## src/rtl/uart_tx_core_if.sv

```systemverilog
// Control/status bundle between the UART CSR block and the transmitter core.
// The CSR side drives the fields and the start pulse; the core returns line and status.
interface uart_tx_core_if;
    logic       uart_en;
    logic       tx_en;
    logic       tx_irq_en;
    logic [1:0] baud_sel;
    logic [7:0] tx_data;
    logic       tx_start;
    logic       tx;
    logic       tx_rdy;
    logic       tx_done;
    logic       tx_irq;

    modport master (
        output uart_en, tx_en, tx_irq_en, baud_sel, tx_data, tx_start,
        input  tx, tx_rdy, tx_done, tx_irq
    );

    modport slave (
        input  uart_en, tx_en, tx_irq_en, baud_sel, tx_data, tx_start,
        output tx, tx_rdy, tx_done, tx_irq
    );
endinterface

```

## src/rtl/uart_tx_core.sv

```systemverilog
// 8N1 UART transmitter with an internal baud divider, LSB first, idle-high line.
// The divisor is captured at frame start; dropping either enable aborts silently.
module uart_tx_core #(
    parameter int unsigned CLK_FREQ = 50000000,
    parameter int unsigned DIV_W    = 16
) (
    input logic           clk,
    input logic           rst,
    uart_tx_core_if.slave bus_io
);

    localparam logic [DIV_W-1:0] Div4800   = DIV_W'(CLK_FREQ / 4800);
    localparam logic [DIV_W-1:0] Div9600   = DIV_W'(CLK_FREQ / 9600);
    localparam logic [DIV_W-1:0] Div57600  = DIV_W'(CLK_FREQ / 57600);
    localparam logic [DIV_W-1:0] Div115200 = DIV_W'(CLK_FREQ / 115200);

    typedef enum logic [1:0] {StIdle, StStart, StData, StStop} state_e;

    state_e           state_q;
    logic [DIV_W-1:0] div_q;
    logic [DIV_W-1:0] cnt_q;
    logic [2:0]       bit_q;
    logic [7:0]       shift_q;
    logic             tx_q;
    logic             rdy_q;
    logic             done_q;
    logic             irq_q;

    logic [DIV_W-1:0] div_sel;
    logic             enabled;
    logic             wrap;

    always_comb begin
        div_sel = Div4800;
        case (bus_io.baud_sel)
            2'b00:   div_sel = Div4800;
            2'b01:   div_sel = Div9600;
            2'b10:   div_sel = Div57600;
            default: div_sel = Div115200;
        endcase
    end

    assign enabled = bus_io.uart_en & bus_io.tx_en;
    assign wrap    = (cnt_q == div_q - DIV_W'(1));

    always_ff @(posedge clk) begin
        if (rst) begin
            state_q <= StIdle;
            div_q   <= '0;
            cnt_q   <= '0;
            bit_q   <= '0;
            shift_q <= '0;
            tx_q    <= 1'b1;
            rdy_q   <= 1'b1;
            done_q  <= 1'b0;
            irq_q   <= 1'b0;
        end else begin
            done_q <= 1'b0;
            irq_q  <= 1'b0;
            if (state_q != StIdle && !enabled) begin
                state_q <= StIdle;
                cnt_q   <= '0;
                tx_q    <= 1'b1;
                rdy_q   <= 1'b1;
            end else begin
                case (state_q)
                    StIdle: begin
                        // A start landing in the tx_done cycle is deliberately dropped.
                        if (bus_io.tx_start && enabled && !done_q) begin
                            shift_q <= bus_io.tx_data;
                            div_q   <= div_sel;
                            cnt_q   <= '0;
                            bit_q   <= '0;
                            tx_q    <= 1'b0;
                            rdy_q   <= 1'b0;
                            state_q <= StStart;
                        end
                    end
                    StStart: begin
                        if (wrap) begin
                            cnt_q   <= '0;
                            bit_q   <= '0;
                            tx_q    <= shift_q[0];
                            shift_q <= {1'b0, shift_q[7:1]};
                            state_q <= StData;
                        end else begin
                            cnt_q <= cnt_q + DIV_W'(1);
                        end
                    end
                    StData: begin
                        if (wrap) begin
                            cnt_q <= '0;
                            if (bit_q == 3'd7) begin
                                tx_q    <= 1'b1;
                                state_q <= StStop;
                            end else begin
                                bit_q   <= bit_q + 3'd1;
                                tx_q    <= shift_q[0];
                                shift_q <= {1'b0, shift_q[7:1]};
                            end
                        end else begin
                            cnt_q <= cnt_q + DIV_W'(1);
                        end
                    end
                    StStop: begin
                        if (wrap) begin
                            cnt_q   <= '0;
                            rdy_q   <= 1'b1;
                            done_q  <= 1'b1;
                            irq_q   <= bus_io.tx_irq_en;
                            state_q <= StIdle;
                        end else begin
                            cnt_q <= cnt_q + DIV_W'(1);
                        end
                    end
                    default: begin
                        state_q <= StIdle;
                        tx_q    <= 1'b1;
                        rdy_q   <= 1'b1;
                    end
                endcase
            end
        end
    end

    assign bus_io.tx      = tx_q;
    assign bus_io.tx_rdy  = rdy_q;
    assign bus_io.tx_done = done_q;
    assign bus_io.tx_irq  = irq_q;

endmodule

```

## src/flat_wrapper.sv

```systemverilog
// flat-port wrapper written by rule: the top's interface ports become plain ports
module uart_tx_core_flat 
#(
    parameter int unsigned CLK_FREQ = 50000000,
    parameter int unsigned DIV_W    = 16
)
  (clk, rst, bus_io_uart_en, bus_io_tx_en, bus_io_tx_irq_en, bus_io_baud_sel, bus_io_tx_data, bus_io_tx_start, bus_io_tx, bus_io_tx_rdy, bus_io_tx_done, bus_io_tx_irq);
  uart_tx_core_if bus_io_i ();
  input logic clk;
  input logic rst;
  input wire logic [$bits(bus_io_i.uart_en)-1:0] bus_io_uart_en;
  input wire logic [$bits(bus_io_i.tx_en)-1:0] bus_io_tx_en;
  input wire logic [$bits(bus_io_i.tx_irq_en)-1:0] bus_io_tx_irq_en;
  input wire logic [$bits(bus_io_i.baud_sel)-1:0] bus_io_baud_sel;
  input wire logic [$bits(bus_io_i.tx_data)-1:0] bus_io_tx_data;
  input wire logic [$bits(bus_io_i.tx_start)-1:0] bus_io_tx_start;
  output wire logic [$bits(bus_io_i.tx)-1:0] bus_io_tx;
  output wire logic [$bits(bus_io_i.tx_rdy)-1:0] bus_io_tx_rdy;
  output wire logic [$bits(bus_io_i.tx_done)-1:0] bus_io_tx_done;
  output wire logic [$bits(bus_io_i.tx_irq)-1:0] bus_io_tx_irq;
  assign bus_io_i.uart_en = bus_io_uart_en;
  assign bus_io_i.tx_en = bus_io_tx_en;
  assign bus_io_i.tx_irq_en = bus_io_tx_irq_en;
  assign bus_io_i.baud_sel = bus_io_baud_sel;
  assign bus_io_i.tx_data = bus_io_tx_data;
  assign bus_io_i.tx_start = bus_io_tx_start;
  assign bus_io_tx = bus_io_i.tx;
  assign bus_io_tx_rdy = bus_io_i.tx_rdy;
  assign bus_io_tx_done = bus_io_i.tx_done;
  assign bus_io_tx_irq = bus_io_i.tx_irq;
  uart_tx_core #(.CLK_FREQ(CLK_FREQ), .DIV_W(DIV_W)) u_core (.clk(clk), .rst(rst), .bus_io(bus_io_i));
endmodule
```

## config.mk

```make
export PLATFORM = sky130hd
export DESIGN_NAME = uart_tx_core_flat
export DESIGN_NICKNAME = d
export VERILOG_FILES = /design/src/rtl/uart_tx_core_if.sv /design/src/rtl/uart_tx_core.sv /design/src/flat_wrapper.sv
export SDC_FILE = /design/constraint.sdc
export NUM_CORES = 1
export LEC_CHECK = 0
export ABC_AREA = 1
export CAP_MARGIN = 20
export CORE_MARGIN = 3
export CORE_UTILIZATION = 40
export DETAILED_ROUTE_END_ITERATION = 7
export MAX_ROUTING_LAYER = met4
export PLACE_DENSITY_LB_ADDON = 0.08
export SLEW_MARGIN = 20
export SYNTH_ARGS = -nofsm -noshare
export SYNTH_HDL_FRONTEND = slang
export SYNTH_SLANG_ARGS = --single-unit
```

## constraint.sdc

```tcl
create_clock -name clk -period 2.92 [get_ports clk]
set_input_delay 0.584 -clock clk [delete_from_list [all_inputs] [get_ports clk]]
set_output_delay 0.584 -clock clk [all_outputs]
set_load 0.02 [all_outputs]
```

==> impl_metrics.toml, run 1 <==
[critical_path]
max_stage_delay_ps = 460
crit_fanout = 14
reg2reg_slack_ps = 690
cp_common_cell = "nand2_1"
setup.worst_path.start_class = "flip-flop"
endpoint_kind = "flip-flop"
path_buf_inv = 2
crit_path_cell_trace = "inv_1, ha_1, xnor2_1, nor2_1, nand3b_1, nor2_1, nand2_1, nor2_2, nand2_2, nand2_2, nand2_4, clkinv_4, nand2_1, nand2_1, nor2_2"
slowest_stage = "dfxtp_1"
reg2reg_from = "u_core.div_q[9]"
critical_path_required_ps = 3120
reg2reg_depth = 15
setup.worst_path.class = "flip-flop to flip-flop"
cp.arrival_ps = 2440
reg2reg_to = "u_core.bit_q[2]"
crit_family = "simple AND/OR/NAND/NOR gates"

[power_and_ir_drop]
switching_share_pct = 40.7
clkPwrFrac_pct = 20.8
power.internal_mw = 1.07
p_seq_share_pct = 38.3
power.switching_mw = 0.737
power_density_nw_per_um2 = 594
power_mw = 1.81
pwr-share-comb_pct = 40.9
p_leak_nw = 1.35
max-vdd-ir-drop_v = 0.000323

[timing]
fmax_ghz = 0.448
whs_ps = 477
tns_ps = 0
post-route-min-period_ps = 2230
worst_slew_pin_slew_ps = 667
skew_ps = 7.19
grt_setup_unrepaired = "false"
setup_viol_count_final = 0
hold_violations = 0
relSlewSlack_pct = 55.5
final.period_utilization_pct = 76.4
slew_violations = 0

[floorplan]
ios = 20
dieWidth_um = 88.3
start_util_pct = 41.9
die_area_um2 = 7800
row_count = 29
die_height_um = 88.3
core_area_um2 = 6460

[cts]
clock-sinks = 42
hold_buffers = 0
cts-root-buf = "clkbuf_8"
cts_tree = "done"
htree_levels = 2
clk_latency_ps = 300
cts_buffer_depth = 2
cts_setup_buffers = 0
ctsResizeCount = 0
numCtsBuffers = 5
clk_pin_slew_ps = 80

[route]
drt_iter0_drc = 102
dr.pass1.iters = 5
drtAntennaViolNets = 0
detail_route.wl_per_cell_um = 12.0
wl_mm = 6.21
drc_errors = 0
vias = 2550
vias_per_cell = 4.91

[status]
status = "finished clean"

[final_layout]
area_growth_syn_to_layout_pct = 12.6
antenna_cells = 0
final_cell_mix = "nand2_1 (132), inv_1 (46), dfxtp_1 (42), nor2_1 (39), a21oi_1 (32)"
final_common_cell = "nand2_1"
drive_above_1_share_pct = 8.60
final_nets = 473

[placement]
place.gp.congestion = 0.839
hpwlAfterDp_mm = 4.65
port_buffers = 19

[min_path]
hp-start = "u_core.bus_io.tx_rdy"
hold_depth = 2
min_to = "u_core.bus_io.tx_rdy"
min_path_type = "flip-flop to flip-flop"

[global_route]
grt_max_degree = 21
gr-usage-all-layers_pct = 18.2
grt_pass1_vias = 2370
grt-ovfl-total = 0
antenna_found_initial = 0
grt_pass1_wl_mm = 11.0

[yosys]
avgSynthCellArea_um2 = 6.39
netlist_area_um2 = 2710
synth_cell_types = 32
synth_fp_nets = 456
seq_area_frac_synth_pct = 31.0
yosysWarnings = 0
syn_inst = 424
synth-seq-cells = 42

[job]
maxCapViolations = 0
## synthesized netlist by cell type
cell type / count / share of area, %
mux2i_1: 1 / 0.37
nor3_1: 3 / 0.55
o21ai_0: 19 / 3.5
a211oi_1: 1 / 0.28
xnor2_1: 3 / 0.97
ha_1: 16 / 7.4
or2_2: 4 / 0.92
buf_2: 1 / 0.18
buf_6: 1 / 0.42
nand2_2: 5 / 1.2
nor2_2: 12 / 2.8
inv_1: 46 / 6.4
o21ai_1: 1 / 0.18
a31o_2: 1 / 0.32
nand3b_1: 1 / 0.28
nor2_1: 39 / 5.4
nand2_1: 132 / 18
nand3_1: 25 / 4.6
a31oi_1: 1 / 0.23
nor3b_1: 1 / 0.28
nor4_1: 1 / 0.23
clkinv_4: 1 / 0.32
clkbuf_1: 9 / 1.2
a21oi_1: 32 / 5.9
inv_2: 3 / 0.42
xor2_1: 8 / 2.6
o22ai_1: 1 / 0.23
nand2_4: 1 / 0.42
nor2_4: 1 / 0.42
buf_1: 1 / 0.14
nand4_1: 11 / 2.5
dfxtp_1: 42 / 31
## layout make-up
cell class,count,area (um2)
Fill cell,683,3410
Multi-Input combinational cell,320,1620
Sequential cell,42,841
Timing Repair Buffer,22,213
Inverter,50,193
Tap cell,77,96.3
Clock buffer,6,72.6
Clock inverter,2,13.8
## stage by stage
stage               instance area [um2]  std cells  setup WS, ps  util (%)
floorplan                          2710        424           964         -
global placement                   2960        511           600      45.9
detailed placement                 2960        511           593      45.9
CTS                                3050        519           689      47.2
global route                       3050        519           395      47.2
finish                             3050        519           688      47.2
## metal layers
layer	wire (um)	share of wire (%)	vias up	GRT usage [%]
met5	0	0	-	-
met4	115	1.9	0	6.04
met3	156	2.5	11	2.89
met2	2990	48	33	28.9
met1	2940	47	1126	23.7
li1	-	-	1380	-
## power groups by stage
stage	Combinational (mW)	Clock [mW]	Sequential (mW)
6_report	0.741	0.377	0.693
5_1_grt	0.858	0.421	0.702
4_1_cts	0.744	0.397	0.694
3_5_place_dp	0.741	0	0.707
3_3_place_gp	0.744	0	0.709
2_1_floorplan	0.584	0	0.704
## worst reg2reg max path, cell delays in order (launching register included)
cell	delay, ps
dfxtp_1	460
inv_1	100
ha_1	310
xnor2_1	130
nor2_1	110
nand3b_1	120
nor2_1	100
nand2_1	90
nor2_2	120
nand2_2	90
nand2_2	110
nand2_4	100
clkinv_4	140
nand2_1	60
nand2_1	70
nor2_2	40
## state kept, by name, summed over array words and instances, names as in the netlist
signal and flops:
u_core.cnt_q 16, u_core.div_q 9, u_core.shift_q 8, u_core.bit_q 3
u_core.state_q 2, u_core.bus_io.tx 1, u_core.bus_io.tx_done 1, u_core.bus_io.tx_irq 1
u_core.bus_io.tx_rdy 1
## how the worst max path moves through the flow
stage	startpoint	slack, ps	end	depth (start not counted)
after floorplan	u_core.div_q[1]	960	u_core.bit_q[1]	18
after global placement	bus_io_uart_en	600	u_core.shift_q[7]	10
after detailed placement	bus_io_tx_start	590	u_core.bit_q[1]	10
after CTS	u_core.div_q[9]	690	u_core.bit_q[1]	15
after global routing	u_core.div_q[9]	400	u_core.state_q[1]	16
final	u_core.div_q[9]	690	u_core.bit_q[2]	15
## kinds of logic (layout without fill, tap and decap cells)
| group | Yosys count | in the layout | share of synthesized area (%) |
|---|---|---|---|
| AO/OA/AOI/OAI | 56 | 56 | 10.7 |
| XOR/XNOR | 11 | 11 | 3.56 |
| adder cells (fa/ha/maj) | 16 | 16 | 7.39 |
| buffers and inverters | 62 | 80 | 9.10 |
| flip-flops | 42 | 42 | 31.0 |
| multiplexers | 1 | 1 | 0.370 |
| AND/OR/NAND/NOR | 236 | 236 | 37.9 |
(Power assumes the default switching activity.)
==> inputs of run 2 (changes only) <==
==> constraint.sdc (replaced) <==
create_clock -name clk -period 2.2 [get_ports clk]
set_input_delay 0.44 -clock clk [delete_from_list [all_inputs] [get_ports clk]]
set_output_delay 0.44 -clock clk [all_outputs]
set_load 0.02 [all_outputs]
==> impl_metrics.toml, run 2 (synthesis gave the netlist of run 1 again) <==
[power_and_ir_drop]
max-vdd-ir-drop_v = 0.000686
pwr-share-comb_pct = 43.2
power.internal_mw = 1.65
clkPwrFrac_pct = 22.8
power.switching_mw = 1.06
power_density_nw_per_um2 = 817
p_seq_share_pct = 34.1
switching_share_pct = 39.1
p_leak_nw = 1.47

[timing]
final.period_utilization_pct = 93.9
grt_setup_unrepaired = "true"
relSlewSlack_pct = 69.4
skew_ps = 4.84
setup_viol_count_final = 0
slew_violations = 0
worst_slew_pin_slew_ps = 459
post-route-min-period_ps = 2070
setup_ws_ps = 133
hold_violations = 0
fmax_ghz = 0.484

[floorplan]
start_util_pct = 41.9
core_area_um2 = 6460
row_count = 29
dieWidth_um = 88.3
die_height_um = 88.3
ios = 20
die_area_um2 = 7800

[job]
maxCapViolations = 0

[route]
detail_route.wl_per_cell_um = 12.2
drc_errors = 0
drt_iter0_drc = 83
dr.pass1.iters = 4
drtAntennaViolNets = 0
wl_mm = 6.55
vias_per_cell = 4.87
vias = 2606

[final_layout]
largest_reg_flops = 16
top_register = "u_core.cnt_q"
fin_cells = 535
top_regs = "u_core.cnt_q (16), u_core.div_q (9), u_core.shift_q (8)"
fill_cells = 639
final_nets = 489
drive_above_1_share_pct = 17.7
final_common_cell = "nand2_1"
final_cell_mix = "nand2_1 (121), inv_1 (44), dfxtp_1 (39), nor2_1 (36), a21oi_1 (27)"
antenna_cells = 0
area_growth_syn_to_layout_pct = 22.6

[critical_path]
crit_fanout = 6
setup.worst_path.start_class = "flip-flop"
crit_path_cell_trace = "buf_6, nor2_4, nand2_4, nor2_1, xor2_1, nand2_1, inv_1, nand2_1, nor2_1, nand2_2, nand2_4, nand2_4, buf_12, nand2_1, nand2_1, a21oi_1"
cp_common_cell = "nand2_1"
critical_path_required_ps = 2430
max_stage_delay_ps = 330
reg2reg_slack_ps = 130
endpoint_kind = "flip-flop"
cp.arrival_ps = 2300
slowest_stage = "dfxtp_2"
setup.worst_path.class = "flip-flop to flip-flop"

[min_path]
min_path_type = "flip-flop to flip-flop"

[placement]
hpwlAfterDp_mm = 4.94
place.gp.congestion = 0.900
preCtsSetupSlack_ps = 42.4
port_buffers = 19
dp_cells = 523

[cts]
cts_tree = "done"
numCtsBuffers = 5
hold_buffers = 0
htree_levels = 2
cts-root-buf = "clkbuf_8"
cts_buffer_depth = 2
clk_pin_slew_ps = 80
clk_latency_ps = 290
clock-sinks = 42

[global_route]
antenna_found_initial = 0
grt-ovfl-total = 0
grt_max_degree = 19
grt_pass1_vias = 2537
gr-usage-all-layers_pct = 18.5
grt_pass1_wl_mm = 11.2

[status]
status = "finished clean"
==> run 2: cell types whose count changed in the layout (fill, tap and decap cells not counted), sizes merged <==
cell      previous run  this run
buf                  3        19
clkinv               3         1
bufinv               0         1
clkinvlp             0         1
==> run 2: routing by layer <==
| metal | track usage, % | part of all wire (%) | up-vias | wire length (um) |
|---|---|---|---|---|
| li1 | - | - | 1406 | - |
| met1 | 21.6 | 46 | 1165 | 3020 |
| met2 | 32.9 | 50 | 26 | 3300 |
| met3 | 2.79 | 1.9 | 9 | 124 |
| met4 | 5.22 | 1.5 | 0 | 101 |
| met5 | - | 0 | - | 0 |
==> run 2: final cells by class <==
type	count	area (um2)	area share, %
timing repair buffer	38	349	10.5
clock buffer	6	72.6	2.19
clock inverter	2	37.5	1.13
tap	77	96.3	2.90
sequential	42	845	25.4
multi-input combinational	320	1730	52.0
inverter	50	193	5.80
==> run 2: critical path: cells and delay by family, from the launching register on <==
kind / cells / cell delay [ps]
buf+inv: 3 / 320
simple gates: 11 / 1030
flops: 1 / 330
compound gates: 1 / 120
xor+xnor: 1 / 190
==> run 2: final timing paths <==
kind | depth (start not counted) | to | startpoint
max reg2reg | 16 | u_core.shift_q[3] | u_core.div_q[9]
min reg2reg | 2 | u_core.div_q[1] | u_core.div_q[1]
min | 2 | u_core.div_q[1] | u_core.div_q[1]
max | 16 | u_core.shift_q[3] | u_core.div_q[9]
==> run 2: stage by stage <==
stage	utilization [%]	cell area [um2]	total power [mW]	hold WS (ps)	setup TNS (ps)
floorplan	-	2710	1.71	456	0
global placement	47.5	3070	2.02	470	0
detailed placement	47.5	3070	2.02	471	0
CTS	49.2	3180	2.64	488	0
global route	51.4	3320	2.96	514	-188
finish	51.4	3320	2.71	487	0
==> run 2: power by group through the flow <==
| stage | sequential (mW) | combinational, mW | clock [mW] |
|---|---|---|---|
| after floorplan | 0.934 | 0.775 | 0 |
| after global placement | 0.934 | 1.08 | 0 |
| after detailed placement | 0.933 | 1.09 | 0 |
| after CTS | 0.917 | 1.09 | 0.633 |
| after global routing | 0.936 | 1.35 | 0.676 |
| final | 0.925 | 1.17 | 0.618 |
==> run 2: repair_timing <==
item / CTS / global route
setup buffers: 0 / 4
setup endpoints to repair: 0 / 21
gates resized for setup: 0 / 37
==> inputs of run 3 (changes only) <==
--- a/config.mk
+++ b/config.mk
@@ -12,7 +12,7 @@
 export DETAILED_ROUTE_END_ITERATION = 7
 export MAX_ROUTING_LAYER = met4
 export PLACE_DENSITY_LB_ADDON = 0.08
-export SLEW_MARGIN = 20
+export SLEW_MARGIN = 25
 export SYNTH_ARGS = -nofsm -noshare
 export SYNTH_HDL_FRONTEND = slang
 export SYNTH_SLANG_ARGS = --single-unit
==> results of run 3 <==
No change in the layout: final DEF, timing and power equal those of run 2.
